<file path="src/rtl/square_pkg.sv">
// square_pkg: widths, iteration count and state encoding shared by the squarer.
package square_pkg;
    localparam int X_W  = 9;
    localparam int Y_W  = 18;
    localparam int ITER = 9;
    typedef logic [1:0] state_t;
    localparam state_t IDLE = 2'b00;
    localparam state_t WORK = 2'b01;
    localparam state_t ADD  = 2'b10;
endpackage

</file>
<file path="src/rtl/square_pp.sv">
// square_pp: partial product of operand a for bit position ctr (zero when that bit is clear or ctr >= X_W).
module square_pp
    import square_pkg::*;
(
    input  logic [X_W-1:0] a_i,
    input  logic [3:0]     ctr_i,
    output logic [Y_W-1:0] pp_o
);
    logic [X_W-1:0] a_sh;
    always_comb begin
        a_sh = a_i >> ctr_i;
        pp_o = a_sh[0] ? ({{(Y_W-X_W){1'b0}}, a_i} << ctr_i) : '0;
    end
endmodule

</file>
<file path="src/rtl/square.sv">
// square: sequential 9-bit shift-and-add squarer; defining SQUARE_DONE_EN adds a one-cycle done_o pulse.
module square
    import square_pkg::*;
(
    input  logic           clk_i,
    input  logic           rst_i,
    input  logic           start_i,
    input  logic [X_W-1:0] x_bi,
    output logic [Y_W-1:0] y_bo,
    output logic           busy_o
`ifdef SQUARE_DONE_EN
    , output logic         done_o
`endif
);
    state_t         state_q, state_d;
    logic [X_W-1:0] a_q, a_d;
    logic [Y_W-1:0] acc_q, acc_d, pp_q, pp_d, y_q, y_d, pp_w;
    logic [3:0]     ctr_q, ctr_d;
    logic           fin;
    square_pp u_pp (.a_i(a_q), .ctr_i(ctr_q), .pp_o(pp_w));
    assign fin    = (state_q == WORK) && (ctr_q == 4'(ITER));
    assign busy_o = state_q != IDLE;
    assign y_bo   = y_q;
    always_comb begin
        state_d = state_q;
        a_d     = a_q;
        acc_d   = acc_q;
        pp_d    = pp_q;
        ctr_d   = ctr_q;
        y_d     = y_q;
        case (state_q)
            IDLE: begin
                state_d = start_i ? WORK : IDLE;
                a_d     = start_i ? x_bi : a_q;
                acc_d   = start_i ? '0 : acc_q;
                ctr_d   = start_i ? '0 : ctr_q;
            end
            WORK: begin
                state_d = fin ? IDLE : ADD;
                y_d     = fin ? acc_q : y_q;
                pp_d    = fin ? pp_q : pp_w;
            end
            ADD: begin
                acc_d   = acc_q + pp_q;
                ctr_d   = ctr_q + 4'd1;
                state_d = WORK;
            end
            default: state_d = IDLE;
        endcase
    end
    always_ff @(posedge clk_i) begin
        if (rst_i) begin
            state_q <= IDLE;
            y_q     <= '0;
        end else begin
            state_q <= state_d;
            y_q     <= y_d;
        end
    end
    // datapath registers are fully rewritten before use, so they need no reset
    always_ff @(posedge clk_i) begin
        a_q   <= a_d;
        acc_q <= acc_d;
        pp_q  <= pp_d;
        ctr_q <= ctr_d;
    end
`ifdef SQUARE_DONE_EN
    logic done_q;
    always_ff @(posedge clk_i) done_q <= rst_i ? 1'b0 : fin;
    assign done_o = done_q;
`endif
endmodule

</file>
<file path="config.mk">
export PLATFORM = sky130hd
export DESIGN_NAME = square
export DESIGN_NICKNAME = d
export VERILOG_FILES = /design/src/rtl/square_pkg.sv /design/src/rtl/square_pp.sv /design/src/rtl/square.sv
export SDC_FILE = /design/constraint.sdc
export NUM_CORES = 1
export LEC_CHECK = 0
export CORE_UTILIZATION = 58
export CTS_CLUSTER_DIAMETER = 40
export CTS_CLUSTER_SIZE = 28
export DETAILED_ROUTE_END_ITERATION = 16
export PLACE_DENSITY = 0.8
export SYNTH_ARGS = -nofsm -noshare
export SYNTH_HDL_FRONTEND = slang
export SYNTH_SLANG_ARGS = --single-unit
</file>
<file path="constraint.sdc">
create_clock -name clk_i -period 3.75 [get_ports clk_i]
set_input_delay 0.75 -clock clk_i [delete_from_list [all_inputs] [get_ports clk_i]]
set_output_delay 0.75 -clock clk_i [all_outputs]
set_load 0.05 [all_outputs]
</file>
==> summary.txt <==
Clock network
  • Worst-path clk slew: ~0.07 ns
  • Worst-case clock buffer depth: 2
  • Cts hold-fix bufs: 0
  • Worst skew pair latency: 0.35 ns
  • Post-cts sizing count: 0
  • Setup bufs post-CTS: 0
  • # clock sinks: ~70
  • H-tree levels: 3
  • CTS tree: yes
  • CTS buffer count: 9
  • Clock Tree Root: clkbuf_8

Setup path
  • Slowest-stage cell, CP: edfxtp_1
  • Crit-path max cell delay: between 0.8 and 0.9 ns
  • CP startpoint kind: register
  • Top delay family on crit path: flip-flops
  • Critical path data arrival time: ~2.6 ns
  • Max FO, Critical Path: 20
  • Count of buffer and inverter cells on the critical path: 0
  • Kind of critical path: register to register
  • Crit path required time: about 3.8 ns
  • Cells along the critical path: mux4_2 > nor2_1 > a211o_1 > and2_1 > nor2_2
  • Crit. End Element: register

STA
  • Worst-margin pin slew: 0.896 ns
  • Max_slew headroom: 0.402
  • Slew Viols, Final: 0
  • Clock Skew: about 0.0075 ns
  • Final Setup Violations: 0
  • Final WS setup: approximately 1.3 ns
  • Final hold vios: 0
  • Fmax: 401 MHz
  • Worst hold slack: approximately 0.45 ns
  • Setup tns final: 0 ns
  • RSZ-0062 raised after global routing: no
  • Clock period minus final worst setup slack: between 2 and 2.5 ns
  • Fin crit share: 0.665

Yosys
  • Area of the mapped netlist: slightly below 4000 µm²
  • Syn avg cell area: around 10 µm²
  • Synth cell types: 55
  • Yosys warns: 0
  • Gate count after technology mapping: between 300 and 400
  • Post-Syn Nets: between 400 and 500
  • Register area share after synthesis: 0.483
  • Top FF cell, synth: edfxtp_1
  • Yosys reg bits: 69
  • Post-synth EDFFs: 49
  • Area leader, netlist: edfxtp_1
  • Top post-synthesis cells by area: edfxtp_1, dfxtp_1, ha_1, nand2_1, a21oi_1
  • Post-synth ARST share: 0
  • Yosys top cell area share: 0.379

Pwr
  • Worst VDD drop: approximately 0.29 mV
  • LEAKAGE: approximately 1.6 nW
  • Pwr/cell area: about 420 nW/µm²
  • Tot Pwr: 1.83 mW

Die
  • Io pins: 31
  • Initial core utilization: 0.607
  • Vert. Die Dim: 83.8 µm
  • Floorplan core area: between 6000 and 7000 µm²
  • Rows: 29
  • Die area: about 7000 µm²
  • Die W: between 80 and 90 µm

Outcome
  • Outcome: complete, no violations

Cells and area
  • Core Util, Final: 0.684
  • Synth-to-Final Area Change: 12.5%
  • ANT cells: 0
  • Final instance area: roughly 4400 µm²
  • Post-route insts no fill: 486
  • Share of cells above drive strength 1: 0.0905
  • Fillcell total: 500
  • Net total in the final layout: around 440

Drt
  • DRT antenna net count: 0
  • Length of the first detailed-routing pass in iterations: 4
  • DRT iter0 DRCs: around 140
  • Wire length per cell: between 15 and 20 µm
  • Drt via density: 5.91
  • DRC violations left: 0
  • DR vias: 2872
  • DRT Wirelength: ~7800 µm

Global routing
  • Vias in the first global route: roughly 2.8k
  • Pin count of the biggest net entering global routing: 23
  • Gr usage total: 0.241
  • Initial antenna violation count: 0
  • Gr ovfl total: 0
  • First-pass GRT wire length: roughly 13000 µm

Place
  • I/O Buffers: 30
  • Gpl congestion: between 0.9 and 1
  • DP Wirelength: ~5600 µm
  • Cells after DPL: 470
  • Post-DP Area: between 4000 and 5000 µm²
  • Setup WS pre-CTS: roughly 1.2 ns

Hold path
  • HP Class: register to register

Flow run
  • Max Cap Viol: 0
## layout make-up
cell class	count	area (µm²)	area share
clock buffer	12	145	0.0332
clock inverter	4	47.5	0.0109
inverter	11	41.3	0.00946
multi-input combinational	281	1850	0.423
sequential	69	1870	0.429
tap	77	96.3	0.0221
timing repair buffer	32	315	0.0722
## tightest hold or removal path: cells and delay by family (launching register included)
kind,cells,cell delay [ns]
AOI/OAI and AO/OA,1,0.05
and+or+nand+nor,1,0.05
DFF,1,0.31
## where the power goes
| group | switching [mW] | internal, mW |
|---|---|---|
| Clock | 0.280 | 0.324 |
| Sequential | 0.0428 | 0.865 |
| Combinational | 0.183 | 0.138 |
| Total | 0.506 | 1.33 |
## routing by layer
metal	wire length, µm	up-vias	track usage
met1	3280	1339	0.285
met2	3860	87	0.404
met4	311	0	0.148
met3	336	27	0.0485
met5	0	-	0
li1	-	1419	-
## logic make-up after synthesis
kind of cell    share of synthesized area
mux                                0.0748
buf+inv                            0.0410
fa+ha+maj                          0.0665
simple gates                        0.173
other cells                      0.000967
compound gates                      0.136
xor+xnor                           0.0248
flops                               0.483
## registers in the layout, indices dropped and copies added, names as in the netlist
signal,cells
a_q,9
acc_q,18
ctr_q,4
pp_q,18
state_q,2
y_bo,18
## path summary, 6_finish.rpt
check | cells after the start | slack [ns] | endpoint | startpoint
worst min register to register | 2 | 0.45 | y_bo[9] | y_bo[9]
worst min-delay path | 2 | 0.45 | y_bo[9] | y_bo[9]
worst max register to register | 5 | 1.26 | pp_q[10] | ctr_q[0]
worst max-delay path | 5 | 1.26 | pp_q[10] | ctr_q[0]
## cell usage in the layout (no fill, tap or decap), types with 3 or more instances in the layout
master	Yosys	routed
xnor2_1	3	3
nand2b_1	6	6
a211oi_1	4	4
nand2_1	60	60
nand3_1	5	5
a21oi_1	40	40
inv_1	11	11
edfxtp_1	49	49
o211ai_1	4	4
a21o_1	3	3
nand4_1	5	5
mux2_2	4	4
mux4_2	5	5
clkdlybuf4s50_1	0	30
mux2i_1	8	8
dfxtp_1	20	20
xor2_1	8	8
o21ai_0	7	7
nor2b_1	6	6
and2_1	6	6
clkbuf_8	0	10
nor2_2	7	7
nor2_1	38	38
nor3_1	4	4
nor3b_1	3	3
ha_1	19	19
## synthesized netlist by cell type, types with 6 or more instances
cell and instances:
nor2_1 38, nor2b_1 6, dfxtp_1 20, a21oi_1 40, edfxtp_1 49, nand2b_1 6
inv_1 11, mux2i_1 8, nand2_1 60, o21ai_0 7, ha_1 19, xor2_1 8
and2_1 6, nor2_2 7
Note: power is estimated with default switching activity, not from simulation.
